===== src/rtl/dmem_lane_ctrl.sv =====
// Data-memory controller: round-robin arbitration of the core load/store port and a
// byte loader over four byte-lane BRAM banks, with optional zero-fill after reset.
module dmem_lane_ctrl #(
  parameter int unsigned ADDR_WIDTH     = 8,
  parameter bit          CLEAR_ON_RESET = 1'b1
) (
  input  logic                      CLK,
  input  logic                      RST,
  input  logic                      REQ_VALID,
  output logic                      REQ_READY,
  input  logic                      REQ_WE,
  input  logic [1:0]                REQ_SIZE,
  input  logic                      REQ_UNSIGNED,
  input  logic [ADDR_WIDTH-1:0]     REQ_ADDR,
  input  logic [31:0]               REQ_WDATA,
  output logic                      RSP_VALID,
  output logic [31:0]               RSP_RDATA,
  input  logic                      LD_VALID,
  output logic                      LD_READY,
  input  logic [ADDR_WIDTH-1:0]     LD_ADDR,
  input  logic [7:0]                LD_DATA,
  output logic                      CLEAR_DONE,
  output logic [4*(ADDR_WIDTH-2)-1:0] B_ADDR,
  output logic [3:0]                B_WE,
  output logic [3:0]                B_RE,
  output logic [31:0]               B_DIN,
  input  logic [31:0]               B_DOUT
);

  localparam int unsigned AW = ADDR_WIDTH - 2;

  typedef enum logic {ST_CLEAR = 1'b0, ST_RUN = 1'b1} state_t;

  state_t        state;
  logic [AW-1:0] clr_cnt;
  logic          clear_done;
  logic          rr_ld;
  logic          rsp_valid;
  logic          rsp_we;
  logic          rsp_uns;
  logic [1:0]    rsp_off;
  logic [1:0]    rsp_size;

  logic          run;
  logic          gnt_core;
  logic          gnt_ld;
  logic [1:0]    off;
  logic [AW-1:0] word;
  logic [2:0]    nbytes;
  logic [1:0]    lane_k [4];
  logic [31:0]   rot;
  logic [31:0]   rdata;

  assign run  = (state == ST_RUN) && !RST;
  assign off  = REQ_ADDR[1:0];
  assign word = REQ_ADDR[ADDR_WIDTH-1:2];

  always_comb begin
    gnt_core = run && REQ_VALID && (!LD_VALID || !rr_ld);
    gnt_ld   = run && LD_VALID && (!REQ_VALID || rr_ld);
  end

  assign REQ_READY  = gnt_core;
  assign LD_READY   = gnt_ld;
  assign CLEAR_DONE = clear_done;

  always_comb begin
    case (REQ_SIZE)
      2'b00:   nbytes = 3'd1;
      2'b01:   nbytes = 3'd2;
      default: nbytes = 3'd4;
    endcase
  end

  // Which request byte lands on each lane; 2-bit arithmetic gives the mod-4 rotation.
  always_comb begin
    for (int unsigned l = 0; l < 4; l++) begin
      lane_k[l] = 2'(l) - off;
    end
  end

  always_comb begin
    B_WE   = '0;
    B_RE   = '0;
    B_ADDR = '0;
    B_DIN  = '0;
    if (!RST && state == ST_CLEAR) begin
      B_WE   = '1;
      B_ADDR = {4{clr_cnt}};
    end else if (gnt_ld) begin
      B_WE[LD_ADDR[1:0]]                    = 1'b1;
      B_ADDR[LD_ADDR[1:0]*AW +: AW]         = LD_ADDR[ADDR_WIDTH-1:2];
      B_DIN[LD_ADDR[1:0]*8 +: 8]            = LD_DATA;
    end else if (gnt_core) begin
      for (int unsigned l = 0; l < 4; l++) begin
        // Lanes below the offset hold the spill-over bytes of the next word.
        B_ADDR[l*AW +: AW] = (2'(l) >= off) ? word : word + AW'(1);
        B_DIN[l*8 +: 8]    = REQ_WDATA[8*lane_k[l] +: 8];
        if ({1'b0, lane_k[l]} < nbytes) begin
          B_WE[l] = REQ_WE;
          B_RE[l] = !REQ_WE;
        end
      end
    end
  end

  // Rotate the bank outputs so result byte k comes from lane (off+k) mod 4.
  assign rot = 32'({B_DOUT, B_DOUT} >> (8 * rsp_off));

  always_comb begin
    rdata = '0;
    if (rsp_valid && !rsp_we) begin
      case (rsp_size)
        2'b00:   rdata = {{24{!rsp_uns & rot[7]}}, rot[7:0]};
        2'b01:   rdata = {{16{!rsp_uns & rot[15]}}, rot[15:0]};
        default: rdata = rot;
      endcase
    end
  end

  assign RSP_VALID = rsp_valid;
  assign RSP_RDATA = rdata;

  always_ff @(posedge CLK) begin
    if (RST) begin
      state      <= CLEAR_ON_RESET ? ST_CLEAR : ST_RUN;
      clr_cnt    <= '0;
      clear_done <= 1'b0;
      rr_ld      <= 1'b0;
      rsp_valid  <= 1'b0;
      rsp_we     <= 1'b0;
      rsp_uns    <= 1'b0;
      rsp_off    <= '0;
      rsp_size   <= '0;
    end else begin
      rsp_valid <= gnt_core;
      if (gnt_core) begin
        rsp_we   <= REQ_WE;
        rsp_uns  <= REQ_UNSIGNED;
        rsp_off  <= off;
        rsp_size <= REQ_SIZE;
      end
      if (gnt_core || gnt_ld) begin
        rr_ld <= gnt_core;
      end
      case (state)
        ST_CLEAR: begin
          clr_cnt <= clr_cnt + AW'(1);
          if (clr_cnt == '1) begin
            state      <= ST_RUN;
            clear_done <= 1'b1;
          end
        end
        default: clear_done <= 1'b1;
      endcase
    end
  end

endmodule


===== config.mk =====
export PLATFORM = sky130hd
export DESIGN_NAME = dmem_lane_ctrl
export DESIGN_NICKNAME = d
export VERILOG_FILES = /design/src/rtl/dmem_lane_ctrl.sv
export SDC_FILE = /design/constraint.sdc
export NUM_CORES = 1
export LEC_CHECK = 0
export BUFFER_PORTS_ARGS = -buffer_cell sky130_fd_sc_hd__clkbuf_2
export CORE_ASPECT_RATIO = 0.7
export CORE_MARGIN = 4
export CORE_UTILIZATION = 30
export DETAILED_ROUTE_END_ITERATION = 8
export GPL_ROUTABILITY_DRIVEN = 0
export PLACE_DENSITY = 0.66
export SLEW_MARGIN = 40
export SYNTH_ARGS = -nofsm -noshare
export SYNTH_HDL_FRONTEND = slang
export SYNTH_SLANG_ARGS = --single-unit

===== constraint.sdc =====
create_clock -name CLK -period 7.4 [get_ports CLK]
set_clock_uncertainty 0.2 [all_clocks]
set_input_delay 0.37 -clock CLK [delete_from_list [all_inputs] [get_ports CLK]]
set_output_delay 0.37 -clock CLK [all_outputs]
set_load 0.005 [all_outputs]

-- Word level (Yosys, flattened, before mapping)
Index checks and enable logic that the tools add are counted.
- register bits after elaboration: 16
- bits in latches: 0
- RAM bits: 0
- memory bits (read-only): 0
- output and inout port bits: 100
- word-level logic and storage cells: 99
- memories: 0
- $add $sub $neg: 8
- multipliers: 1
- div/mod/pow operators: 0
- $lt $le $gt $ge: 10
- equality and inequality tests: 3
- shift-type cells: 9
- multiplexer cells: 33
- bitwise operators: 5
- reduce and logical (&&, ||, !) cells: 21
- operator list (operator ; number):
    $mux 32 ; 4
    $shiftx 32x6->8 ; 4
    $mux 24 ; 3
    $neg 5->34 ; 2
    $pmux 32 s2 ; 1
    $shr 64x5->32 ; 1
    $shift 6x34->24 const A ; 1
    $shift 8x34->32 const A ; 1
    $shiftx 6x34->24 ; 1
    $shiftx 8x34->32 ; 1
    $and 32x32->32 ; 1
    $and 24x24->24 ; 1
    $mux 4 ; 6
    $mux 6 ; 4
    $mux 1 ; 13
    $add 6x1->6 const B ; 2
    $lt 2x3->1 ; 4
    $logic_and 1x1->1 ; 8
    $logic_not 1->1 ; 7
    $eq 6x6->1 const B ; 1
    $pmux 3 s2 ; 1
    $eq 2x1->1 const B ; 2
    $ge 1x2->1 const A ; 2
    $ge 2x2->1 const A ; 2
    other kinds (11) ; 17

-- Logic depth before layout (Yosys ltp)
Gate-level depths: netlist (run 1).
- word-level depth: 7
- depth in mapped cells: 12
- gate-level depth less buffers: 7

-- Worst setup path after synthesis (run 1)
No wires, ideal clock.
- path type: input to output
- from: input REQ_ADDR[0]
- to: output B_WE[2]
- data arrival time: 2.694 ns
- data required time: 6.830 ns
- slack: 4.136 ns
- cell stages on the path: 12
- path buffers: 5
- cell sequence: buf_2 > buf_4 > buf_2 > inv_1 > ha_1 > clkbuf_1 > buf_2 > inv_1 > ha_1 > a21oi_1 > nor2_1 > o221ai_1
- cells in the longest elaborated chain, start to end: 6
- RTL lines (what ; RTL line ; RTL):
    from (decl) ; 14 ; input logic [ADDR_WIDTH-1:0] REQ_ADDR,
    $sub 2x2->2 ; 78 ; lane_k[l] = 2'(l) - off;
    $lt 2x3->1 ; 99 ; if ({1'b0, lane_k[l]} < nbytes) begin
    $mux 1 ; 99 ;
    $mux 4 ; 94 ; end else if (gnt_core) begin
    $mux 4 ; 90 ; end else if (gnt_ld) begin
    $mux 4 ; 87 ; if (!RST && state == ST_CLEAR) begin
    to (decl) ; 24 ; output logic [3:0] B_WE,
No other way between the ends.

-- Final worst setup path (run 1)
- from: input LD_ADDR[0]
- to: output B_ADDR[0]
- cells in the longest elaborated chain, start to end: 6
- elaborated cells on any way between the ends: 7
- classes of those cells: add/sub (1); mul (1); shift (2); mux (2); bitwise (1)
- RTL lines (what ; RTL line ; RTL):
    from (decl) ; 20 ; input logic [ADDR_WIDTH-1:0] LD_ADDR,
    $mul 2x2->4 * ; 92 ; B_ADDR[LD_ADDR[1:0]*AW +: AW] = LD_ADDR[ADDR_WIDTH-1:2];
    $neg 5->34 * ; 92 ;
    $shiftx 6x34->24 / $shift 6x34->24 (equally long branches) ; 92 ;
    $and 24x24->24 (no source line) * ; n/a ;
    $mux 24 * ; 90 ;
    $mux 24 * ; 87 ;
    to (decl) ; 23 ; output logic [4*(ADDR_WIDTH-2)-1:0] B_ADDR,
Mark *: on every way between the ends. The rest lies on a longest branch, timed or not.

==> impl_results.md, run 1 <==
- Most Crowded Layer GR: met2
- Max-slew violation count: 0
- Post-CTS sizing: 0
- Post-Syn Nets: 657
- Setup crit start kind: primary input
- Leading area contributor after synthesis: mux4_2
- Total Routing Usage GR: 0.184
- Die height: 103 um
- PD cells: 76.7 mW/mm2
- CP max FO: 26
- Vias: 4,708
- Worst setup margin: 3.76 ns
- Vias in the first global route: 4,153
- Tmin final: 3.64 ns
- Avg Cell Area, Syn: 7.17 um2
- Core box area: 0.0125 mm2
- Yosys top cell area share: 0.110
- Post-synth EDFFs: 0
- Initial Util: 0.311
- CTS root buf: clkbuf_16
- Required time of the worst setup path: 6.83 ns
- Synthesis-to-finish area growth: 27.5%
- Peak supply drop: 0.0603 mV
- Synth unique cells: 54
- Drt drc: 0
- Cell Area, Synth: 0.00390 mm2
- Seq/Total Area, Yosys: 0.0822
- Cell count after synthesis: 544
- Post-Layout Inst Area: 0.00497 mm2
- Clock slew at the register clock pins of the worst setup and hold paths: 0.05 ns
- ANT cells: 0
- First-pass GRT wire length: 22,300 um
- Final Hold Vio Count: 0
- CTS tree: done
- M2 GR Usage: 0.282
- Overall power: 0.381 mW
- Clk_lat worst skew: 0.24 ns
- R2r worst-path depth: 5
- Worst r2r src: state$_SDFF_PP0_
- Worst slew pin tran: 0.758 ns
- Core Rows: 34
- Die width: 144 um
- Met1 Usage GRT: 0.281
- Fin util: 0.396
- Htree depth: 1
- DP Wirelength: 11,800 um
- Routed vias/inst: 5.49
- Nets: 809
- Fmax: 275 MHz
- Routed WL: 14,700 um
- Largest net degree at the start of global routing: 65
- Max cap viols: 0
- TritonCTS Buffers: 3
- ANT nets after route: 0
- Hold Crit Class: primary input to flop
- Initial antenna violation count: 0
- Routed len/inst: 17.2 um
- IO buf count: 195
- Ys Warns: 0
- Worst setup path class: primary input to output pin
- Top-level I/O count: 196
- Data arrival time of the critical path: 3.07 ns
- TritonRoute pass-1 iters: 5
- Setup TNS: 0 ns
- Pleak: 2.19 nW
- Synth top area cells: mux4_2 11%, dfxtp_1 8.2%, a21oi_1 7.6%
- Layout cells sized above 1: 0.365
- Tcrit/Tclk final: 0.492
- Longest Clk Path Bufs: 2
- Worst relative slew slack: 0.494
- Drt initial violations: 446
- Grt ovf: 0
- Status: finished clean
- Worst Setup End Kind: output pin
- Critical Path Sink: B_ADDR[0]
- R2r endpoint: rsp_we$_SDFFE_PP0P_
- Clock sinks: 16
- Hold-fix buffers, CTS: 0
- Flop and latch count out of synthesis: 16
- Ys async rst share: 0
- DP Worst Slack: 3.79 ns
- Most used DFF post-synth: dfxtp_1
- Unrepaired setup endpoints after global routing: no
- Reg2Reg Setup Slack: 5.05 ns
- Final Setup Violations: 0
- Area of placed instances: 0.00488 mm2
- GRT met3 Usage: 0.0322
- Die Footprint: 0.0149 mm2
- Postcts setup bufs: 0
- Critical path startpoint: LD_ADDR[0]
## cells in the mapped netlist, types with 14 or more instances
library cell  count
o21ai_1          14
dfxtp_1          16
o21ai_0          21
clkbuf_1         31
o211ai_1         15
xnor2_1          15
mux2i_1          29
nand2_1          58
o22ai_1          16
mux2_2           23
a21oi_1          59
ha_1             17
mux4_2           19
nor2_1           65
## final cells by class
type	instances	area [um2]
fillers	1349	7580
flip-flops and latches	16	324
multi-input cells	464	3310
repair buffers	198	998
well taps	162	203
inverters	13	48.8
clock buffers	4	88.8
## how the worst min path moves through the flow
| stage | endpoint | cells after the start | startpoint | slack [ns] |
|---|---|---|---|---|
| floorplan | rsp_we$_SDFFE_PP0P_ | 2 | rsp_we$_SDFFE_PP0P_ | 0.24 |
| global placement | CLEAR_DONE$_SDFFE_PP0P_ | 2 | CLEAR_DONE$_SDFFE_PP0P_ | 0.24 |
| detailed placement | CLEAR_DONE$_SDFFE_PP0P_ | 2 | CLEAR_DONE$_SDFFE_PP0P_ | 0.24 |
| CTS | rsp_uns$_SDFFE_PP0P_ | 3 | REQ_UNSIGNED | 0.15 |
| global route | rsp_uns$_SDFFE_PP0P_ | 3 | REQ_UNSIGNED | 0.17 |
| finish | rsp_uns$_SDFFE_PP0P_ | 3 | REQ_UNSIGNED | 0.15 |
## kinds of logic after synthesis
family          count (synthesis)  share of synthesized area
simple gates                  186                      0.225
compound gates                170                      0.271
mux                            73                      0.256
buf+inv                        64                     0.0709
xor+xnor                       18                     0.0404
fa+ha+maj                      17                     0.0546
flops                          16                     0.0822
## layer usage
| metal | vias up | share of wire |
|---|---|---|
| met2 | 155 | 0.44 |
| met4 | 0 | 0.0050 |
| met1 | 2235 | 0.48 |
| met3 | 4 | 0.074 |
| li1 | 2314 | - |
| met5 | - | 0 |
## cell usage in the layout (no fill, tap or decap), types with 2 or more instances in the layout
cell | netlist | final
a211oi_1 | 7 | 7
a21oi_1 | 59 | 59
a221o_1 | 3 | 3
a22o_1 | 10 | 10
a22oi_1 | 5 | 5
a31oi_1 | 2 | 2
and2_1 | 3 | 3
and3_1 | 3 | 3
buf_4 | 2 | 3
clkbuf_16 | 0 | 3
clkbuf_2 | 0 | 195
dfxtp_1 | 16 | 15
ha_1 | 17 | 15
ha_2 | 0 | 2
inv_1 | 12 | 12
mux2_1 | 2 | 2
mux2_2 | 23 | 23
mux2i_1 | 29 | 29
mux4_2 | 19 | 19
nand2_1 | 58 | 58
nand2b_1 | 13 | 13
nand3_1 | 8 | 8
nand3b_1 | 4 | 4
nand4_1 | 3 | 3
nand4b_1 | 2 | 2
nor2_1 | 65 | 65
nor2b_1 | 4 | 4
nor3_1 | 10 | 10
o211ai_1 | 15 | 15
o21ai_0 | 21 | 21
o21ai_1 | 14 | 14
o221ai_1 | 8 | 8
o22ai_1 | 16 | 16
o31ai_1 | 3 | 3
or2_2 | 2 | 2
or3_1 | 4 | 4
xnor2_1 | 15 | 15
xor2_1 | 3 | 3
## critical path: stages
cell	delay [ns]
clkbuf_2	0.34
inv_1	0.19
ha_1	0.62
or3b_1	0.51
nor4b_4	0.55
and2b_1	0.23
a221o_1	0.14
clkbuf_2	0.11
## stage by stage
step                hold slack (ns)  std cells
global route                  0.166        857
global placement              0.240        853
detailed placement            0.243        853
CTS                           0.154        857
floorplan                     0.239        544
finish                        0.151        857
## where the power goes
part,switching [mW],total (mW),internal (mW)
sequential,0.00171,0.0891,0.0874
combinational,0.0956,0.177,0.0814
clock,0.0331,0.115,0.0820
## registers in the layout (all words and copies together), names as in the netlist
signal and count:
CLEAR_DONE 1, RSP_VALID 1, clr_cnt 6, rr_ld 1
rsp_off 2, rsp_size 2, rsp_uns 1, rsp_we 1
state 1
Power figures use the tool's default switching activity.
==> run 2, diff against run 1 <==
ABC_AREA = 1   (was unset)
PLACE_DENSITY = 0.67   (was 0.66)
clock period = 3.1 ns   (was 7.4 ns; I/O delays follow)
==> impl_results.md, run 2 <==
- Seq/Total Area, Yosys: 0.0762
- Nets: 1,056
- Leading area contributor after synthesis: nand2_1
- Sequential share of power: 0.236
- CTS root buf: clkbuf_16
- Commonest cells post-synth: 242 x nand2_1, 107 x nand3_1, 66 x o21ai_0
- Cell family with the largest share of critical-path delay: buffers and inverters
- Clk_lat worst skew: 0.24 ns
- Top reg by flops: clr_cnt
- Fmax: 370 MHz
- Count leader, synth: nand2_1
- Data arrival time of the critical path: 2.35 ns
- Hold Startpoint: RST
- Comb power frac: 0.457
- Clock sinks: 16
- Most frequent cells in the layout: 242 x nand2_1, 195 x clkbuf_2, 107 x nand3_1, 66 x o21ai_0, 63 x nor2_1
- Tcrit/Tclk final: 0.873
- Routed WL: 15,500 um
- Hold Crit Class: primary input to flop
- Peak supply drop: 0.191 mV
- Max FFs per register: 6
- Synth unique cells: 39
- Htree depth: 1
- Fin util: 0.397
- Core box area: 0.0134 mm2
- Worst Setup End Kind: output pin
- Ys Warns: 0
- PD cells: 169 mW/mm2
- Drt initial violations: 426
- Status: finished clean
- Setup crit start kind: primary input
- CP peak stage delay: 0.51 ns
- Cell count after synthesis: 775
- Routed vias/inst: 4.96
- Clock slew at the register clock pins of the worst setup and hold paths: 0.05 ns
- Largest net degree at the start of global routing: 47
- Die height: 107 um
- DP Worst Slack: 0.434 ns
- Max cap viols: 0
- Top-level I/O count: 196
- Slowest stage cell, crit path: ha_1
- Tmin final: 2.71 ns
- Synth top area cells: nand2_1 22%, nand3_1 13%, mux2i_1 8.3%
- Worst r2r src: state$_SDFF_PP0_
- R2r endpoint: rsp_size[1]$_SDFFE_PP0P_
- Initial antenna violation count: 0
- Final Setup Violations: 0
- Pleak: 2.97 nW
- Grt ovf: 0
- Die width: 149 um
- Net Sw Frac: 0.381
- Total Routing Usage GR: 0.180
- IO buf count: 195
- Sw power: 0.343 mW
- Commonest non-fill, non-tap cell in the layout: nand2_1
- Routed len/inst: 13.8 um
- Placed cells: 1,122
- Synthesis-to-finish area growth: 27.0%
- Reg2Reg Setup Slack: 1.59 ns
- Unrepaired setup endpoints after global routing: no
- Non-filler instance count after layout: 1,127
- Ys async rst share: 0
- Crit path cell chain: clkbuf_2, inv_1, ha_1, nor2_1, nand3_1, nor2_2, inv_1, o21ai_0, clkbuf_2
- Worst setup path class: primary input to output pin
- Cell depth of the worst hold path: 2
- Worst setup margin: 0.395 ns
- Layout cells sized above 1: 0.266
- R2r worst-path depth: 6
- ANT cells: 0
- ANT nets after route: 0
- Postcts setup bufs: 0
- DP Wirelength: 12,700 um
- Worst relative slew slack: 0.568
- Post-Syn Nets: 888
- TritonRoute pass-1 iters: 5
- CTS tree: done
- Vias: 5,587
- Overall power: 0.903 mW
- Min-Delay Endpoint: clr_cnt[4]$_SDFFE_PP0N_
- Buf+Inv Stages, Crit Path: 4
- Worst slew pin tran: 0.645 ns
- Largest registers: clr_cnt (6), rsp_off (2), rsp_size (2)
- Initial Util: 0.313
- Pint: 0.559 mW
- Vias in the first global route: 4,899
- Core Rows: 35
- First-pass GRT wire length: 24,400 um
- Post-synth EDFFs: 0
- Die Footprint: 0.0160 mm2
- Setup TNS: 0 ns
- Clk pwr share: 0.307
- Drt drc: 0
- Max-slew violation count: 0
- Required time of the worst setup path: 2.74 ns
- Yosys top cell area share: 0.216
- Cell Area, Synth: 0.00420 mm2
- Final Hold Vio Count: 0
- Flop and latch count out of synthesis: 16
- Most used DFF post-synth: dfxtp_1
- Longest Clk Path Bufs: 2
- TritonCTS Buffers: 3
- Avg Cell Area, Syn: 5.42 um2
- CP max FO: 16
[run 2: metrics by stage]
stage | instance area (um2) | hold WS, ns
after floorplan | 4200 | 0.122
after global placement | 5240 | 0.212
after detailed placement | 5240 | 0.230
after CTS | 5340 | 0.0186
after global routing | 5340 | 0.0385
final | 5340 | 0.0152
[run 2: logic make-up after synthesis]
group,after synthesis,share of synthesized area
AND/OR/NAND/NOR,458,0.482
AO/OA/AOI/OAI,135,0.174
adder cells (fa/ha/maj),17,0.0506
buffers and inverters,107,0.120
flip-flops,16,0.0762
multiplexers,35,0.0834
XOR/XNOR,7,0.0146
[run 2: worst max path at each step]
stage / from / slack [ns] / end / cells past startpoint
finish: LD_ADDR[0] / 0.39 / B_DIN[2] / 9
global route: LD_ADDR[0] / 0.13 / B_DIN[2] / 9
CTS: LD_ADDR[0] / 0.43 / B_DIN[2] / 9
detailed placement: LD_ADDR[0] / 0.43 / B_DIN[2] / 9
global placement: LD_ADDR[0] / 0.49 / B_DIN[2] / 9
floorplan: REQ_ADDR[1] / 0.41 / B_RE[2] / 12
[run 2: repair_timing]
item | CTS | global route
hold buffers | 1 | 0
gates resized for setup | 0 | 0
endpoints found under the hold margin | 1 | 0
[run 2: area by class of cell]
class / instances / area (um2)
Fill cell: 1527 / 8110
Multi-Input combinational cell: 652 / 3380
Timing Repair Buffer: 207 / 1080
Sequential cell: 16 / 320
Inverter: 63 / 238
Tap cell: 185 / 231
Clock buffer: 4 / 88.8
[run 2: power groups by stage]
stage	combinational, mW	clock [mW]	sequential [mW]
finish	0.412	0.277	0.213
global route	0.464	0.294	0.214
CTS	0.407	0.283	0.213
detailed placement	0.404	0	0.217
global placement	0.402	0	0.217
floorplan	0.256	0	0.217
[run 2: routing by layer]
layer / GRT usage / up-vias / wire length, um
li1: - / 2889 / -
met1: 0.272 / 2432 / 7500
met2: 0.280 / 260 / 6540
met3: 0.0296 / 6 / 1440
met4: 0.00653 / 0 / 61
met5: 0 / - / 0
